===== src/rtl/colour_bar_pattern_gen.sv =====
// Colour-bar test-pattern generator for VGA_controller.
// Draws NUM_BARS bars inside a horizontal band, with optional colour
// rotation or band blinking stepped every FRAMES_PER_STEP frames.
// Column position within the bar pattern is tracked with a phase counter
// and a bar-index counter instead of a divider.
module colour_bar_pattern_gen #(
  parameter int NUM_BARS        = 7,
  parameter int BAR_WIDTH       = 75,
  parameter int GAP             = 15,
  parameter int X_START         = 0,
  parameter int Y_START         = 220,
  parameter int Y_HEIGHT        = 40,
  parameter int FRAMES_PER_STEP = 60
) (
  input  logic       clock,
  input  logic       reset,
  input  logic       enable,
  input  logic [1:0] mode,
  input  logic [9:0] pixel_X_pos,
  input  logic [9:0] pixel_Y_pos,
  output logic [7:0] VGA_red,
  output logic [7:0] VGA_green,
  output logic [7:0] VGA_blue,
  output logic       frame_tick,
  output logic [2:0] colour_offset
);

  localparam int PERIOD = GAP + BAR_WIDTH;
  localparam int PW     = $clog2(PERIOD + 1);
  localparam int FCW    = $clog2(FRAMES_PER_STEP + 1);

  localparam logic [PW-1:0]  PHASE_LAST = PW'(PERIOD - 1);
  localparam logic [PW-1:0]  GAP_L      = PW'(GAP);
  localparam logic [3:0]     NB_L       = 4'(NUM_BARS);
  localparam logic [2:0]     OFF_LAST   = 3'(NUM_BARS - 1);
  localparam logic [FCW-1:0] FCNT_LAST  = FCW'(FRAMES_PER_STEP - 1);
  localparam logic [9:0]     X_START_L  = 10'(X_START);
  localparam logic [10:0]    Y_START_L  = 11'(Y_START);
  localparam logic [10:0]    Y_END_L    = 11'(Y_START + Y_HEIGHT);

  localparam logic [1:0] MODE_ROTATE = 2'b01;
  localparam logic [1:0] MODE_BLINK  = 2'b10;

  // Palette lookup; index is already reduced modulo NUM_BARS.
  function automatic logic [23:0] palette(input logic [3:0] c);
    case (c)
      4'd0:    return 24'hFF0000;
      4'd1:    return 24'hFFFF00;
      4'd2:    return 24'hFFFFFF;
      4'd3:    return 24'h00FFFF;
      4'd4:    return 24'h00FF00;
      4'd5:    return 24'h0000FF;
      4'd6:    return 24'hFF00FF;
      default: return 24'h808080;
    endcase
  endfunction

  // (bar + offset) mod NUM_BARS; both operands are below NUM_BARS when lit.
  function automatic logic [3:0] wrap_bar(input logic [3:0] bar, input logic [2:0] off);
    logic [3:0] s;
    s = bar + {1'b0, off};
    return (s >= NB_L) ? (s - NB_L) : s;
  endfunction

  // Column tracking state: values describe the column following the last
  // enabled one, assuming the controller scans columns in order.
  logic [PW-1:0]  phase_q;
  logic [3:0]     bar_q;
  logic           line_ok_q;

  // Frame / mode control state.
  logic           seen_q;
  logic [1:0]     mode_q;
  logic [FCW-1:0] fcnt_q;
  logic           blink_q;
  logic [2:0]     offset_q;

  // Output stage.
  logic [23:0]    rgb_p1;
  logic           tick_p1;

  // ---- stage 0: geometry and frame decode on the current coordinates ----
  logic           line_start;
  logic [PW-1:0]  phase_cur, phase_nxt;
  logic [3:0]     bar_cur, bar_nxt;
  logic           in_x, in_gap_ok, y_ge, y_lt, lit;
  logic           at_origin, frame_start, mode_chg;

  assign line_start = (pixel_X_pos == X_START_L);
  assign phase_cur  = line_start ? '0 : phase_q;
  assign bar_cur    = line_start ? '0 : bar_q;

  if (X_START == 0) begin : g_x0
    assign in_x = 1'b1;
  end else begin : g_xn
    assign in_x = (pixel_X_pos >= X_START_L);
  end

  if (GAP == 0) begin : g_gap0
    assign in_gap_ok = 1'b1;
  end else begin : g_gapn
    assign in_gap_ok = (phase_cur >= GAP_L);
  end

  if (Y_START == 0) begin : g_y0
    assign y_ge = 1'b1;
  end else begin : g_yn
    assign y_ge = ({1'b0, pixel_Y_pos} >= Y_START_L);
  end

  assign y_lt = ({1'b0, pixel_Y_pos} < Y_END_L);

  // A pixel is only trusted once a line start has been seen since reset.
  assign lit = in_x && (line_ok_q || line_start) && (bar_cur < NB_L) &&
               in_gap_ok && y_ge && y_lt && !blink_q;

  assign at_origin   = (pixel_X_pos == 10'd0) && (pixel_Y_pos == 10'd0);
  assign frame_start = enable && at_origin && !seen_q;
  assign mode_chg    = (mode != mode_q);

  // Next column position; bar index saturates at NUM_BARS past the last bar.
  always_comb begin
    phase_nxt = phase_cur + PW'(1);
    bar_nxt   = bar_cur;
    if (phase_cur == PHASE_LAST) begin
      phase_nxt = '0;
      if (bar_cur != NB_L) bar_nxt = bar_cur + 4'd1;
    end
  end

  // Advance the column counters on every pixel strobe.
  always_ff @(posedge clock) begin
    if (enable) begin
      phase_q <= phase_nxt;
      bar_q   <= bar_nxt;
    end
  end

  // Remember that the counters have been aligned to a line start.
  always_ff @(posedge clock) begin
    if (reset)                     line_ok_q <= 1'b0;
    else if (enable && line_start) line_ok_q <= 1'b1;
  end

  // Frame detection, frame counter, rotation offset and blink phase.
  always_ff @(posedge clock) begin
    if (reset) begin
      seen_q   <= 1'b0;
      mode_q   <= 2'b00;
      fcnt_q   <= '0;
      blink_q  <= 1'b0;
      offset_q <= 3'd0;
      tick_p1  <= 1'b0;
    end else begin
      tick_p1 <= frame_start;
      if (enable) begin
        seen_q <= at_origin;
        mode_q <= mode;
        if (mode_chg) begin
          fcnt_q  <= '0;
          blink_q <= 1'b0;
        end else if (frame_start) begin
          if (fcnt_q == FCNT_LAST) begin
            fcnt_q <= '0;
            if (mode == MODE_ROTATE)
              offset_q <= (offset_q == OFF_LAST) ? 3'd0 : offset_q + 3'd1;
            else if (mode == MODE_BLINK)
              blink_q <= ~blink_q;
          end else begin
            fcnt_q <= fcnt_q + FCW'(1);
          end
        end
      end
    end
  end

  // ---- stage 1: registered colour for the sampled pixel ----
  // Register the colour of the pixel presented on this strobe.
  always_ff @(posedge clock) begin
    if (reset)       rgb_p1 <= 24'h000000;
    else if (enable) rgb_p1 <= lit ? palette(wrap_bar(bar_cur, offset_q)) : 24'h000000;
  end

  assign VGA_red       = rgb_p1[23:16];
  assign VGA_green     = rgb_p1[15:8];
  assign VGA_blue      = rgb_p1[7:0];
  assign frame_tick    = tick_p1;
  assign colour_offset = offset_q;

endmodule


===== config.mk =====
export PLATFORM = sky130hd
export DESIGN_NAME = colour_bar_pattern_gen
export DESIGN_NICKNAME = d
export VERILOG_FILES = /design/src/rtl/colour_bar_pattern_gen.sv
export SDC_FILE = /design/constraint.sdc
export NUM_CORES = 1
export LEC_CHECK = 0
export ABC_CLOCK_PERIOD_IN_PS = 4140
export BUFFER_PORTS_ARGS = -buffer_cell sky130_fd_sc_hd__buf_2
export CORE_MARGIN = 1.5
export CORE_UTILIZATION = 25
export CTS_BUF_LIST = sky130_fd_sc_hd__clkbuf_8
export CTS_CLUSTER_SIZE = 8
export DETAILED_ROUTE_END_ITERATION = 16
export GPL_TIMING_DRIVEN = 0
export HOLD_SLACK_MARGIN = 0.06
export MAX_ROUTING_LAYER = met4
export PLACE_DENSITY = 0.45
export SETUP_SLACK_MARGIN = 0.4
export SYNTH_ARGS = -nofsm -noshare
export SYNTH_HDL_FRONTEND = slang
export SYNTH_SLANG_ARGS = --single-unit

===== constraint.sdc =====
create_clock -name clock -period 4.14 [get_ports clock]
set_clock_uncertainty 0.15 [all_clocks]
set_input_delay 0.207 -clock clock [delete_from_list [all_inputs] [get_ports clock]]
set_output_delay 0.207 -clock clock [all_outputs]
set_load 0.01 [all_outputs]

==> results.ini, run 1 <==
[run_status]
status = complete, no violations

[route]
wl_met2_um = 2710
drc = 0
drtIter0Drc = 100
drt-total-wl_um = 6040
viasPerCell = 4.77
top_layer = met4
post_drt_wl_per_cell_um = 12.7
drt-pass1-iter-count = 4
drt-met1-wl_um = 2950
drtAntennaViolNets = 0
vias = 2268
wl_met3_um = 300

[floorplan]
start_util = 0.257
io_pins = 53
die_x_um = 100
dieHeight_um = 100
rows = 35
die_area_um2 = 10100
core_um2 = 9240

[finish]
layout-drive-gt1-share = 0.312
nNetsFinal = 379
num-fill-cells = 995
final_common_cell = buf_2
final_util = 0.323
mostFrequentLayoutCells = buf_2, nor2_1, buf_4, nand2_1, dfxtp_1
num_antenna_cells = 0
fin_area_um2 = 2990
layout.cells.non_filler = 475
area.growth.synth_to_final_pct = 25.9

[logic_synthesis]
synth_area_leader_cell = dfxtp_1
synthTopCellsByArea = dfxtp_1, edfxtp_1, buf_4, nor2_1, ha_1
ys_types = 57
ys_async_sr_fraction = 0
synth_warnings = 0
netlist.area_leader.share = 0.177
synth.avg_cell_area_um2 = 8.45
syn_inst = 281
synth_ff_type = dfxtp_1
ys_seq_area_frac = 0.316
ys_ff_latch = 32
synth_fp_nets = 315
synth_edf_count = 11
synth_area_um2 = 2370

[global_route]
grt_remaining_overflow = 0
antenna_found_initial = 0
grtUsageTotal = 0.126
grt_max_degree = 13
grt_pass1_wl_um = 9820
grt_pass1_vias = 2040

[pwr]
powerDensity_nw_per_um2 = 260
switchingPower_uw = 209
leakagePower_nw = 1.27
sw_frac_of_total = 0.269
seq_power_share = 0.451
p_total_uw = 776
pwr-share-clk = 0.391
combPwrFrac = 0.158
ir_worst_vdd_mv = 0.110
p_int_uw = 568

[worst_hold_path]
hp-class = primary input to flip-flop
whs_endpoint = mode_q[1]$_SDFFE_PP0P_
holdPathStages = 3
worstHoldStart = mode[1]

[timing]
setup_violations = 0
min_period_ps = 3440
rsz0062_at_grt = false
tightest_slew_ps = 626
finalMaxSlewViolations = 0
min_period_over_period = 0.831
relSlewSlack = 0.580
fin_worst_hold_slack_ps = 67.4
hold_violations = 0
fmax_mhz = 291

[clock_network]
cts.path.max_buffers = 2
cts_hold_buf = 0
htreeDepth = 2
cts-root-buf = clkbuf_8
cts_tree = done
clkTransAtPathRegs_ps = 70
cts_buffers = 5
clk_latency_ps = 290
cts_sinks = 32

[worst_setup_path]
path_max_fanout = 10
rr_endpoint = rgb_p1[15]$_SDFFE_PP0P_
worstReg2RegStart = bar_q[0]$_DFFE_PP_
endpoint_kind = flip-flop
reg2reg_slack_ps = 740
required_ps = 4150
crit_arrival_ps = 3450
worst_setup_path_start_kind = primary input
r2r_cells = 13
critical_path_class = primary input to flip-flop

[placement]
dp_hpwl_um = 4550
io_buffers = 51
dpl_cell_area_um2 = 2790
place_congestion = 0.852
dp.cells = 461

[run]
drv_cap = 0

-- stage by stage --
step	TNS (ps)	worst slack, ps
2_1_floorplan	0	490
3_3_place_gp	-1900	-451
3_5_place_dp	-1880	-449
4_1_cts	0	456
5_1_grt	0	402
6_report	0	700
-- synthesized netlist by cell type, types with 3 or more instances --
cell / n
inv_1: 8
clkbuf_1: 7
edfxtp_1: 11
and2_1: 6
a21oi_1: 15
nand2_1: 21
or4_1: 3
and3_1: 8
buf_4: 18
xnor2_1: 5
nor2_1: 29
nor4_1: 6
nor2b_1: 4
xor2_1: 9
nor3_1: 8
dfxtp_1: 21
o211ai_1: 3
nand3_1: 8
nand4_1: 11
a211oi_1: 3
ha_1: 8
o21ai_0: 12
nand2b_1: 4
mux2i_1: 7
-- routing by layer --
layer,track usage,vias up
li1,-,1135
met1,0.165,1046
met2,0.198,80
met3,0.0272,7
met4,0.0325,0
met5,-,-
-- kinds of logic after synthesis --
logic type                 count (synthesis)  synth area share
buffers and inverters                     38            0.0901
DFF                                       32             0.316
AOI/OAI and AO/OA                         58             0.169
xor gates and xnor gates                  15            0.0585
muxes                                      8            0.0343
adders and majority gates                  9            0.0506
and+or+nand+nor                          121             0.281
-- state kept, by name, summed over array words and instances, names as in the netlist --
name and cells:
blink_q 1, bar_q 4, phase_q 7, fcnt_q 6, mode_q 2, colour_offset 3, frame_tick 1, seen_q 1
line_ok_q 1, rgb_p1 6
-- repair_timing --
action	4_1_cts	5_1_grt
endpoints found under the setup margin	6	5
gates resized for setup	7	5
buffers inserted	3	3
pin swaps	4	3
endpoints found under the hold margin	0	0
-- power groups by stage --
stage	logic (mW)	registers, mW	clock network, mW
6_report	0.123	0.350	0.303
5_1_grt	0.138	0.353	0.328
4_1_cts	0.120	0.350	0.313
3_5_place_dp	0.117	0.357	0
3_3_place_gp	0.117	0.357	0
2_1_floorplan	0.0798	0.354	0
-- critical path, stage by stage --
cell	delay, ps
buf_2	110
nor4_4	330
nand3_4	130
clkbuf_4	210
and2_1	190
ha_1	210
inv_1	70
fa_1	230
inv_2	60
ha_1	180
clkbuf_4	190
nand2_1	100
nor2_1	40
and3_1	170
or4_1	530
nor4_2	340
o211ai_1	140
-- worst max path at each step --
stage | startpoint | endpoint | depth (start not counted)
after global placement | pixel_X_pos[9] | rgb_p1[15]$_SDFFE_PP0P_ | 17
after floorplan | pixel_X_pos[9] | rgb_p1[15]$_SDFFE_PP0P_ | 16
after detailed placement | pixel_X_pos[9] | rgb_p1[15]$_SDFFE_PP0P_ | 17
final | pixel_X_pos[3] | rgb_p1[15]$_SDFFE_PP0P_ | 17
after global routing | pixel_X_pos[3] | rgb_p1[15]$_SDFFE_PP0P_ | 17
after CTS | pixel_X_pos[0] | rgb_p1[15]$_SDFFE_PP0P_ | 17
-- layout make-up --
class                      count  area (µm²)  area share
buffer                        28         184      0.0616
sequential                    32         751       0.251
inverter                      10        40.0      0.0134
clock buffer                   5        68.8      0.0230
tap                          129         161      0.0540
multi-input combinational    211        1440       0.482
clock inverter                 3        42.5      0.0142
timing repair buffer          57         300       0.101
Power figures use the tool's default switching activity.
==> run 2: changes to the inputs <==
--- a/config.mk
+++ b/config.mk
@@ -5,7 +5,7 @@
 export SDC_FILE = /design/constraint.sdc
 export NUM_CORES = 1
 export LEC_CHECK = 0
-export ABC_CLOCK_PERIOD_IN_PS = 4140
+export ABC_CLOCK_PERIOD_IN_PS = 3100
 export BUFFER_PORTS_ARGS = -buffer_cell sky130_fd_sc_hd__buf_2
 export CORE_MARGIN = 1.5
 export CORE_UTILIZATION = 25
==> constraint.sdc (replaced) <==
create_clock -name clock -period 3.1 [get_ports clock]
set_clock_uncertainty 0.15 [all_clocks]
set_input_delay 0.155 -clock clock [delete_from_list [all_inputs] [get_ports clock]]
set_output_delay 0.155 -clock clock [all_outputs]
set_load 0.01 [all_outputs]
==> results.ini, run 2 (same netlist as run 1, synthesis figures left out) <==
[timing]
setup_slack_ps = 103  ; was 700 ps
rsz0062_at_grt = true  ; was false
tightest_slew_ps = 803  ; was 626 ps
setup_violations = 0  ; unchanged
min_period_ps = 3000
relSlewSlack = 0.464  ; was 0.580
min_period_over_period = 0.967
fin_setup_tns_ps = 0  ; unchanged
finalMaxSlewViolations = 0  ; unchanged
hold_violations = 0  ; unchanged
fmax_mhz = 334

[route]
drtIter0Drc = 58  ; was 100
drtAntennaViolNets = 0  ; unchanged
drt-pass1-iter-count = 4  ; unchanged
viasPerCell = 4.69  ; was 4.77
drc = 0  ; unchanged
post_drt_wl_per_cell_um = 13.2  ; was 12.7 µm
drt-total-wl_um = 6500  ; was 6040 µm
vias = 2310  ; was 2268

[finish]
layout.cells.non_filler = 493  ; was 475
num-fill-cells = 950  ; was 995
top_regs = phase_q (7), fcnt_q (6), rgb_p1 (6)  ; unchanged
top_register = phase_q  ; unchanged
final_common_cell = buf_2  ; unchanged
final_util = 0.372  ; was 0.323
largest_register_ffs = 7  ; unchanged
nNetsFinal = 397  ; was 379
layout-drive-gt1-share = 0.420  ; was 0.312
mostFrequentLayoutCells = buf_2, buf_4, nor2_1, nand2_1, dfxtp_1  ; was buf_2, nor2_1, buf_4, nand2_1, dfxtp_1
area.growth.synth_to_final_pct = 44.8  ; was 25.9%
num_antenna_cells = 0  ; unchanged

[clock_network]
cts_sinks = 32  ; unchanged
cts.path.max_buffers = 2  ; unchanged
clk_latency_ps = 290  ; about the same
cts_tree = done  ; unchanged
htreeDepth = 2  ; unchanged
cts-root-buf = clkbuf_8  ; unchanged
clkTransAtPathRegs_ps = 80  ; was 70 ps
cts_buffers = 5  ; unchanged

[floorplan]
core_um2 = 9240  ; unchanged
die_area_um2 = 10100  ; unchanged
io_pins = 53  ; unchanged
dieHeight_um = 100  ; unchanged
start_util = 0.257  ; unchanged
die_x_um = 100  ; unchanged
rows = 35  ; unchanged

[worst_setup_path]
rr_endpoint = rgb_p1[22]$_SDFFE_PP0P_  ; was rgb_p1[15]$_SDFFE_PP0P_
r2r_cells = 13  ; unchanged
crit_arrival_ps = 3060  ; was 3450 ps
required_ps = 3160  ; was 4150 ps
crit_start = bar_q[0]$_DFFE_PP_  ; was pixel_X_pos[3]
critical_path_class = flip-flop to flip-flop  ; was primary input to flip-flop
worstReg2RegStart = bar_q[0]$_DFFE_PP_  ; unchanged
max_stage_delay_ps = 520  ; was 530 ps
crit_path_end = rgb_p1[22]$_SDFFE_PP0P_  ; was rgb_p1[15]$_SDFFE_PP0P_
slowest_stage = fa_1  ; was or4_1
cp_cell_sequence = and2_4, ha_4, inv_2, fa_1, inv_2, ha_4, clkbuf_16, clkinv_8, buf_4, nor2_4, or4_4, a211o_4, a21oi_2  ; was buf_2, nor4_4, nand3_4, clkbuf_4, and2_1, ha_1, inv_1, fa_1, inv_2, ha_1, clkbuf_4, nand2_1, nor2_1, and3_1, or4_1, nor4_2, o211ai_1
endpoint_kind = flip-flop  ; unchanged
reg2reg_slack_ps = 100  ; was 740 ps
worst_setup_path_start_kind = flip-flop  ; was primary input
path_max_fanout = 6  ; was 10

[run_status]
status = complete, no violations  ; unchanged

[placement]
place_congestion = 0.820  ; was 0.852
dp.cells = 461  ; unchanged
dp_hpwl_um = 4590  ; was 4550 µm
place_ws_ps = -758  ; was -449 ps
io_buffers = 51  ; unchanged

[global_route]
grt_pass1_vias = 2180  ; was 2040
antenna_found_initial = 0  ; unchanged
grt_pass1_wl_um = 10400  ; was 9820 µm
grtUsageTotal = 0.133  ; was 0.126
grt_max_degree = 13  ; unchanged
grt_remaining_overflow = 0  ; unchanged

[worst_hold_path]
hp-class = primary input to flip-flop  ; unchanged

[pwr]
ir_worst_vdd_mv = 0.178  ; was 0.110 mV
p_total_mw = 1.09  ; was 776 µW
powerDensity_nw_per_um2 = 317  ; was 260 nW/µm²
leakagePower_nw = 1.44  ; was 1.27 nW

[run]
drv_cap = 0  ; unchanged

-- run 2: changes by cell type in the layout (fill, tap and decap cells not counted), sizes merged --
cell         previous run  this run
buf                    77        95
clkbuf                 13        11
clkinv                  1         2
clkinvlp                1         0
dlygate4sd3             0         2
-- run 2: area by class of cell --
class,count,area (µm²),area share
multi-input combinational,211,1660,0.482
timing repair buffer,75,480,0.140
clock inverter,3,38.8,0.0113
inverter,10,50.0,0.0146
clock buffer,5,68.8,0.0200
tap,129,161,0.0470
sequential,32,753,0.219
buffer,28,226,0.0659
-- run 2: layer usage --
layer,global-route usage,routed length (µm),vias to the layer above,share of wire
li1,-,-,1175,-
met1,0.156,2920,1092,0.45
met2,0.232,3310,37,0.51
met3,0.0265,202,6,0.031
met4,0.0358,61,0,0.0094
met5,-,0,-,0
-- run 2: worst max-delay path: cells and delay by family (launching register included) --
family,cells,cell delay [ps]
compound gates,2,460
fa+ha+maj,3,800
buf+inv,5,430
flops,1,360
simple gates,3,720
-- run 2: worst min-delay path by stage --
stage / startpoint / endpoint / slack [ps] / cells past startpoint
6_report: enable / phase_q[3]$_SDFFCE_PN0P_ / 120 / 1
5_1_grt: enable / phase_q[3]$_SDFFCE_PN0P_ / 130 / 1
4_1_cts: enable / phase_q[3]$_SDFFCE_PN0P_ / 130 / 1
3_5_place_dp: rgb_p1[7]$_SDFFE_PP0P_ / rgb_p1[7]$_SDFFE_PP0P_ / 300 / 2
3_3_place_gp: line_ok_q$_SDFFE_PP0P_ / line_ok_q$_SDFFE_PP0P_ / 290 / 2
2_1_floorplan: enable / bar_q[0]$_DFFE_PP_ / 120 / 0
-- run 2: what timing repair did --
action	in CTS	in global routing
buffers inserted	17	5
hold buffers	2	0
endpoints found under the setup margin	8	11
pin swaps	14	15
gates cloned	0	0
resized for setup	23	26
hold endpoints to repair	2	0
-- run 2: power breakdown --
part	total, mW	switching, mW	internal [mW]
combinational	0.218	0.115	0.103
sequential	0.467	0.0158	0.452
clock	0.403	0.168	0.235
total	1.09	0.298	0.791
-- run 2: per-stage QoR --
stage,hold WS (ps),instance area [µm²]
floorplan,117,2510
global placement,291,2920
detailed placement,304,2920
CTS,126,3290
global route,128,3440
finish,117,3440
